`src/rtl/ram512_defs.sv`:
```
// Shared widths and FSM state encoding for the ram512 block-copy engine and its RAM.
package ram512_defs;
  localparam int DATA_W = 16;
  localparam int ADDR_W = 9;

  typedef enum logic [1:0] {
    ST_IDLE  = 2'd0,
    ST_READ  = 2'd1,
    ST_WRITE = 2'd2,
    ST_DONE  = 2'd3
  } state_e;
endpackage

```
`src/rtl/ram512_copier.sv`:
```
// Block-copy engine for ram512: copies len words src->dst, ascending, two cycles per word.
// Optional RAM512_COPIER_FILL_EN adds fill/pattern inputs for a one-cycle-per-word memset.
module ram512_copier #(
  parameter int DATA_W = ram512_defs::DATA_W,
  parameter int ADDR_W = ram512_defs::ADDR_W
) (
  input  logic              clk,
  input  logic              reset,
  input  logic              start,
  input  logic [ADDR_W-1:0] src,
  input  logic [ADDR_W-1:0] dst,
  input  logic [ADDR_W:0]   len,
`ifdef RAM512_COPIER_FILL_EN
  input  logic              fill,
  input  logic [DATA_W-1:0] pattern,
`endif
  output logic              busy,
  output logic              done,
  output logic [ADDR_W-1:0] ram_address,
  output logic [DATA_W-1:0] ram_in,
  output logic              ram_load,
  input  logic [DATA_W-1:0] ram_out
);
  import ram512_defs::*;

  localparam int CNT_W = ADDR_W + 1;

  state_e            state_q, state_d;
  logic [ADDR_W-1:0] src_q, dst_q;
  logic [CNT_W-1:0]  count_q;
  logic [DATA_W-1:0] data_q;
  logic              fill_q;
  logic              start_fill;
  logic [DATA_W-1:0] start_data;

`ifdef RAM512_COPIER_FILL_EN
  assign start_fill = fill;
  assign start_data = pattern;
`else
  assign start_fill = 1'b0;
  assign start_data = '0;
`endif

  always_comb begin
    state_d = state_q;
    case (state_q)
      ST_IDLE: begin
        if (start) begin
          if (len == '0)      state_d = ST_DONE;
          else if (start_fill) state_d = ST_WRITE;
          else                state_d = ST_READ;
        end
      end
      ST_READ:  state_d = ST_WRITE;
      ST_WRITE: begin
        if (count_q == CNT_W'(1)) state_d = ST_DONE;
        else if (fill_q)          state_d = ST_WRITE;
        else                      state_d = ST_READ;
      end
      default:  state_d = ST_IDLE;
    endcase
  end

  // In fill mode the pattern is parked in data_q, so ram_in is always data_q.
  always_ff @(posedge clk) begin
    if (reset) begin
      state_q <= ST_IDLE;
      src_q   <= '0;
      dst_q   <= '0;
      count_q <= '0;
      data_q  <= '0;
      fill_q  <= 1'b0;
    end else begin
      state_q <= state_d;
      case (state_q)
        ST_IDLE: begin
          if (start) begin
            src_q   <= src;
            dst_q   <= dst;
            count_q <= len;
            fill_q  <= start_fill;
            if (start_fill) data_q <= start_data;
          end
        end
        ST_READ: data_q <= ram_out;
        ST_WRITE: begin
          src_q   <= src_q + ADDR_W'(1);
          dst_q   <= dst_q + ADDR_W'(1);
          count_q <= count_q - CNT_W'(1);
        end
        default: ;
      endcase
    end
  end

  always_comb begin
    busy        = 1'b0;
    done        = 1'b0;
    ram_load    = 1'b0;
    ram_address = '0;
    ram_in      = data_q;
    case (state_q)
      ST_READ: begin
        busy        = 1'b1;
        ram_address = src_q;
      end
      ST_WRITE: begin
        busy        = 1'b1;
        ram_load    = 1'b1;
        ram_address = dst_q;
      end
      ST_DONE: done = 1'b1;
      default: ;
    endcase
  end
endmodule

```
`config.mk`:
```
export PLATFORM = sky130hd
export DESIGN_NAME = ram512_copier
export DESIGN_NICKNAME = d
export VERILOG_FILES = /design/src/rtl/ram512_defs.sv /design/src/rtl/ram512_copier.sv
export SDC_FILE = /design/constraint.sdc
export NUM_CORES = 1
export LEC_CHECK = 0
export CAP_MARGIN = 5
export CORE_UTILIZATION = 43
export DETAILED_ROUTE_END_ITERATION = 8
export GPL_TIMING_DRIVEN = 0
export PLACE_DENSITY = 0.81
export SLEW_MARGIN = 20
export SYNTH_ARGS = -nofsm -noshare
export SYNTH_HDL_FRONTEND = slang
export SYNTH_SLANG_ARGS = --single-unit
export TNS_END_PERCENT = 30
```
`constraint.sdc`:
```
create_clock -name clk -period 1.55 [get_ports clk]
set_input_delay 0.465 -clock clk [delete_from_list [all_inputs] [get_ports clk]]
set_output_delay 0.465 -clock clk [all_outputs]
set_load 0.1 [all_outputs]
```
# [After elaboration in Yosys (flattened, before gate mapping)]
# Cells that the tools add are included.
[classes] addsub=3 n_eq_ne=5 n_mux=14 n_reduce_logical=5
[ops] cell="$pmux 9 s2" count=3
[ops] cell="$pmux 10 s2" count=1
[ops] cell="$add 9x1->9 const B" count=2
[ops] cell="$mux 9" count=2
[ops] cell="$eq 10x1->1 const B" count=1
[ops] cell="$logic_not 10->1" count=1
[ops] cell="$mux 10" count=1
[ops] cell="$sub 10x1->10 const B" count=1
[ops] cell="$mux 2" count=3
[ops] cell="$pmux 2 s3" count=1
[ops] cell="$eq 2x2->1 const B" count=2
[ops] cell="$mux 1" count=3
[ops] cell="$eq 2x1->1 const B" count=1
[ops] cell="$logic_not 2->1" count=1
[ops] cell="$ne 2x2->1 const B" count=1
[ops] cell="$reduce_and 2->1" count=1
[ops] cell="$reduce_bool 2->1" count=1
[ops] cell="$reduce_or 2->1" count=1
[totals] regBits=46 output_inout_bits=28

# [Longest topological paths before layout]
# Gate-level depths: netlist (run 1).
[logic_depth] word_depth=4 depth_mapped=9 depth_no_buf=6

# [Worst setup path before layout (run 1)]
# Ideal clock, no wire load.
[synth_path] path_type="register -> output" startpoint="reg state_q[0]" endpoint="out ram_address[7]" t_required_ns=1.085 path_stages_with_launch=7 n_path_buf=2 path_slack_ns=-2.980 arrival_time_ns=4.065 path_cell_list="dfxtp_1 inv_1 ha_1 buf_2 clkbuf_1 nand2_1 a21boi_0"
[synth_via] elab_chain_cells=2 word_cells_on_any_way=3 classes_between="2 x eq/ne; 1 x mux"
[synth_lines] item="start: declaration" line="ram512_copier.sv:28" rtl="state_e state_q, state_d;"
[synth_lines] item="start signal: assignment" line="ram512_copier.sv:74" rtl="state_q <= state_d;"
[synth_lines] item="$eq 2x2->1 / $eq 2x1->1 (equally long branches)" line="ram512_copier.sv:102" rtl="case (state_q)"
[synth_lines] item="$pmux 9 s2 (*)" line="ram512_copier.sv:102"
[synth_lines] item="end: declaration" line="ram512_copier.sv:19" rtl="output logic [ADDR_W-1:0] ram_address,"
# Mark *: on every way between the ends. The rest lies on a longest branch, timed or not.

# [Worst setup path in the final report (run 1)]
# Ends and elaborated chain as after synthesis.

==> out/summary.txt, run 1 <==
Via-per-instance ratio = 6.243
Diode count = 0
Skew-Pair Late Insertion Delay = 0.31 ns
Routed WL per cell = 19.42 um
Die area = 6329 um2
DR iter-0 viols = 390
Hold_ws = 0.4988 ns
Core ar. = 5642 um2
HP Class = register to register
Async SR Flop Fraction = 0%
Worst-case clock buffer depth = 2
Pins Over Slew Limit = 0
Pleak = 1.602 nW
Cell area after synthesis = 2586 um2
Worst Min Path Start = ram_in[12]
First-pass GRT wire length = 13,810 um
Initial DRT Pass Iterations = 5
Post-Syn Nets = 370
Clock Sinks = 46
Crit Path Category = register to primary output
Critical path peak fanout = 10
Dpl ws = -1.415 ns
Max Cap Viol = 0
Worst reg-to-reg path cell count = 10
Worst Setup SP = state_q[0]
Clock network fraction of total power = 22.2%
Failing checks = setup timing
Fin util = 76.29%
ANT nets after route = 0
Via count = 3,028
CP Capture Type = primary output
Total power per unit cell area = 966.0 nW/um2
Fmax = 0.4786 GHz
Max VDD drop = 0.0007403 V
Area leader, netlist = dfxtp_1
Synthesis Warnings = 0
Status = complete, but fails checks
Die height = 79.56 um
RR Endpoint = dst_q[5]
CP startpoint kind = register
Vias in the first global route = 2,943
FP Rows = 27
Pint = 2.576 mW
Fin Clk Skew = 0.009596 ns
#FFs+latches synth = 46
Net switching power figure = 1.582 mW
Main synth FF type = dfxtp_1
Final hold vios = 0
GR peak layer = met2
Number of synthesized flops with an enable pin = 0
Initial Util = 45.84%
Gp weighted congestion = 0.9072
Reg-to-reg startpoint = state_q[0]
Actual transition at the worst max-transition pin = 0.7574 ns
Largest net degree at the start of global routing = 15
Residual DRC = 0
Nets = 467
Unrepaired setup endpoints after global routing = true
Post-synthesis cell type count = 50
Critical Path AT = 1.62 ns
Layout cells sized above 1 = 33.66%
Top area cells in the synthesized netlist = dfxtp_1 36%, mux2i_1 7.7%, nor2_1 5.1%
Area Growth Syn to Fin = 66.42%
DP HPWL = 5637 um
TritonCTS clock tree = built
DIE WIDTH = 79.56 um
Root Driver = clkbuf_8
Met2 usage = 47.95%
Cells after Synth = 315
GRT Util Overall = 28.27%
Post-Syn Area per Cell = 8.210 um2
R2R setup slack = -0.23 ns
Worst EP required = 1.08 ns
Setup violators final = 42
CTS Buf Count = 5
Hold Path Stages = 2
Wirelength, routed = 9418 um
# port buffers = 73
Min cycle time layout = 2.090 ns
Slew Limit Headroom = 49.51%
H-tree depth = 2
Post-synth top area share = 35.61%
Part of the power in combinational logic = 42.6%
Seq/Total Area, Yosys = 35.61%
Grt total ovfl = 0
Post-CTS Hold Fix Bufs = 0
PnR worst setup slack = -0.5396 ns
Flop pwr share = 35.2%
Met1 Track Usage GR = 33.59%
Initial antenna violation count = 0
Num ports = 75
Clock transition at path regs = 0.09 ns
Met3 usage = 5.943%
Final period util = 134.8%
Min-Delay Endpoint = ram_in[12]
Switching share of power = 38.05%
[registers in the layout, indices dropped and copies added (netlist names)]
| signal | cells |
|---|---|
| src_q | 9 |
| state_q | 2 |
| dst_q | 9 |
| count_q | 10 |
| ram_in | 16 |
[worst max-delay path: stages, from the launching register on]
cell      delay, ns
dfxtp_4        0.39
inv_4          0.04
buf_4          0.13
ha_4           0.34
a21boi_4       0.22
buf_12         0.19
[Yosys cell counts (all sizes together) (7+ instances only)]
master	count
clkbuf	12
dfxtp	46
nor2	35
nand2	19
a22oi	13
inv	10
o21ai	21
nand3	7
nor2b	15
buf	12
ha	8
a21oi	22
nor3	11
mux2i	20
[metrics by stage]
stage | area (um2) | setup TNS (ns) | cells | power (mW)
2_1_floorplan | 2739 | -7.645 | 315 | 2.436
3_3_place_gp | 3560 | -33.96 | 460 | 2.802
3_5_place_dp | 3560 | -35.01 | 460 | 2.829
4_1_cts | 4051 | -7.320 | 479 | 3.931
5_1_grt | 4304 | -11.65 | 485 | 4.312
6_report | 4304 | -9.734 | 485 | 4.158
[metal layers]
layer / wire [um] / part of all wire (%)
met1: 3532 / 38
met2: 4635 / 49
met3: 889 / 9.4
met4: 361 / 3.8
met5: 0 / 0
[how the worst max path moves through the flow]
stage	end
5_1_grt	ram_address[2]
3_5_place_dp	ram_address[1]
2_1_floorplan	ram_address[7]
6_report	ram_address[7]
4_1_cts	ram_address[0]
3_3_place_gp	ram_address[0]
[cells by family (layout without fill, tap and decap cells)]
group                      after synthesis  in the layout  share of synthesized area [%]
AOI/OAI and AO/OA                       89             89                          22.74
adders and majority gates                8              8                          3.870
buffers and inverters                   34            132                          5.418
DFF                                     46             46                          35.61
muxes                                   23             23                          9.192
and+or+nand+nor                        115            115                          23.17
[power by group through the flow]
| stage | clock, mW | sequential (mW) | combinational, mW |
|---|---|---|---|
| 2_1_floorplan | 0 | 1.66 | 0.772 |
| 3_3_place_gp | 0 | 1.45 | 1.35 |
| 3_5_place_dp | 0 | 1.46 | 1.37 |
| 4_1_cts | 0.916 | 1.44 | 1.57 |
| 5_1_grt | 0.976 | 1.48 | 1.86 |
| 6_report | 0.924 | 1.46 | 1.77 |
[layout by cell type (no fill, tap or decap), types with 3 or more instances in the layout]
master           count
nor2b_4              8
a21oi_1             16
nand4_1              4
nor2_1              32
nand2b_1             3
o22ai_1              3
nor4_1               3
o2bb2ai_1            3
a21oi_2              6
dfxtp_1             44
ha_1                 4
nor2_2               3
nand3_1              7
buf_8                5
inv_4                3
buf_6                5
o21ai_1              3
mux2i_1             19
clkbuf_8             5
ha_4                 3
a31oi_1              3
nor3_1              10
nor2b_1              6
a221oi_2             3
and3_1               5
clkbuf_4            14
a211oi_2             3
clkdlybuf4s50_1     44
clkbuf_1             7
o21ai_0             17
a22oi_2             12
nand2_1             16
buf_12              17
buf_4               17
clkbuf_16            4
inv_1                6
[what timing repair did]
item,in CTS,in global routing
setup buffers,11,6
pin swaps,12,17
gates resized for setup,258,51
cloned,0,2
setup endpoints to repair,57,56
[layout make-up]
class	count	area [um2]
Clock buffer	6	72.57
Inverter	10	45.04
Tap cell	72	90.09
Fill cell	360	1338
Multi-Input combinational cell	235	1849
Buffer	23	284.0
Timing Repair Buffer	91	997.2
Sequential cell	46	928.4
Clock inverter	2	37.54
Note: power is estimated with default switching activity, not from simulation.
==> run 2: changes to the inputs <==
- CTS_CLUSTER_SIZE: unset -> 8
==> results of run 2 <==
Final layout, timing and power as in run 1 (identical DEF).
==> run 3: changes to the inputs <==
- SKIP_LAST_GASP: unset -> 1
==> run 3 against run 2 <==
Effect of this change: the flow still finishes with violations (setup timing); clock skew down 0.0030 ns; first-iteration DRC count down 11%; sequential share of layout area up 0.16 points; final cell count up 1.6%; cell area down 0.76%; worst setup slack worse by 0.0081 ns; combinational power about the same; hold slack worse by 0.0055 ns; clock power about the same; via count up 1.8%; total power down 0.97%; die area unchanged; critical endpoint is now ram_address[0].
==> out/summary.txt, run 3 (same netlist as run 1, synthesis figures left out) <==
Post-Layout Inst Area = 4272 um2
Routed WL per cell = 19.57 um
Actual transition at the worst max-transition pin = 0.9687 ns
Critical Path AT = 1.63 ns
WL met1 = 3454 um
Clock transition at path regs = 0.09 ns
Gp weighted congestion = 0.9072
Pins Over Slew Limit = 0
Root Driver = clkbuf_8
Uppermost routed layer = met4
Layout cells sized above 1 = 28.50%
Max Cap Viol = 0
Die height = 79.56 um
Core ar. = 5642 um2
Met3 wire length = 1110 um
Max reg flops = 16
Final period util = 135.3%
Diode count = 0
Slew Limit Headroom = 35.67%
Max VDD drop = 0.0009123 V
DP HPWL = 5637 um
DIE WIDTH = 79.56 um
Num ports = 75
TritonCTS clock tree = built
Initial Util = 45.84%
Placed Area = 3560 um2
Status = complete, but fails checks
Clock Sinks = 46
Via-per-instance ratio = 6.256
CP startpoint kind = register
Area Growth Syn to Fin = 65.17%
ANT nets after route = 0
Die area = 6329 um2
PnR worst setup slack = -0.5476 ns
Min cycle time layout = 2.098 ns
HP Class = register to register
CP cell instances = inv_4 > ha_4 > buf_8 > buf_12 > a22oi_2 > nor2b_4 > buf_12
Grt total ovfl = 0
Fin util = 75.72%
Vias in the first global route = 2,872
First-pass GRT wire length = 13,480 um
Family with the most delay on the worst path = buffers and inverters
Initial antenna violation count = 0
Residual DRC = 0
TNS Setup = -14.84 ns
Unrepaired setup endpoints after global routing = true
Final hold vios = 0
Worst EP required = 1.08 ns
Crit Path Category = register to primary output
CP peak stage delay = 0.39 ns
Fin Clk Skew = 0.006607 ns
Nets = 475
CP Capture Type = primary output
Met2 wire len = 4504 um
DR iter-0 viols = 347
CP Buf/Inv Count = 4
FP Rows = 27
CTS Buf Count = 5
H-tree depth = 2
Initial DRT Pass Iterations = 5
# port buffers = 73
Critical path peak fanout = 8
Pleak = 1.670 nW
Via count = 3,084
Highest-count cells in the layout ignoring fill and taps = 44 x dfxtp_1, 44 x clkdlybuf4s50_1, 34 x nor2_1
Total power per unit cell area = 963.9 nW/um2
Largest net degree at the start of global routing = 15
Dpl ws = -1.415 ns
Skew-Pair Late Insertion Delay = 0.31 ns
Fmax = 0.4767 GHz
GRT Util Overall = 27.51%
Failing checks = setup timing
Setup violators final = 52
Wirelength, routed = 9647 um
Slowest-stage cell, CP = dfxtp_4
Worst-case clock buffer depth = 2
Most used cell, CP = buf_12
==> run 3: cell type report <==
class	count	area (um2)
fillers	357	1370
well taps	72	90.09
plain buffers	22	246.5
multi-input cells	235	1784
repair buffers	100	1067
flip-flops and latches	46	928.4
clock buffers	6	72.57
clock inverters	2	37.54
inverters	10	45.04
==> run 3: metrics by stage <==
stage | hold slack (ns) | cells | total power [mW]
after floorplan | 0.4450 | 315 | 2.436
after global routing | 0.5130 | 493 | 4.254
final | 0.4933 | 493 | 4.117
after global placement | 0.4608 | 460 | 2.802
after CTS | 0.4927 | 479 | 3.861
after detailed placement | 0.4798 | 460 | 2.829
==> run 3: final timing paths <==
check | startpoint | end | slack [ns] | cells after the start
worst max register to register | state_q[0] | src_q[3] | -0.27 | 9
worst min-delay path | ram_in[12] | ram_in[12] | 0.49 | 2
worst min register to register | ram_in[12] | ram_in[12] | 0.49 | 2
worst max-delay path | state_q[0] | ram_address[0] | -0.55 | 7
==> run 3: timing repair <==
item,in CTS,in global routing
pin swaps,7,17
gates resized for setup,178,63
setup endpoints to repair,57,56
hold buffers,0,0
gates cloned,0,4
buffers inserted,11,13
==> run 3: power by group <==
group / switching [mW] / internal [mW]
clock network: 0.442 / 0.482
logic: 0.980 / 0.756
registers: 0.154 / 1.30
==> run 3: worst reg2reg max path: cells and delay by family, from the launching register on <==
kind            cells  cell delay [ns]
mux                 1             0.29
flops               1             0.39
fa+ha+maj           1             0.17
buf+inv             5             0.61
compound gates      2             0.22
==> run 3: metal layers <==
| metal | track usage [%] | up-vias |
|---|---|---|
| li1 | - | 1367 |
| met1 | 32.49 | 1399 |
| met2 | 46.92 | 245 |
| met3 | 6.057 | 73 |
| met4 | 12.91 | 0 |
| met5 | 0 | - |
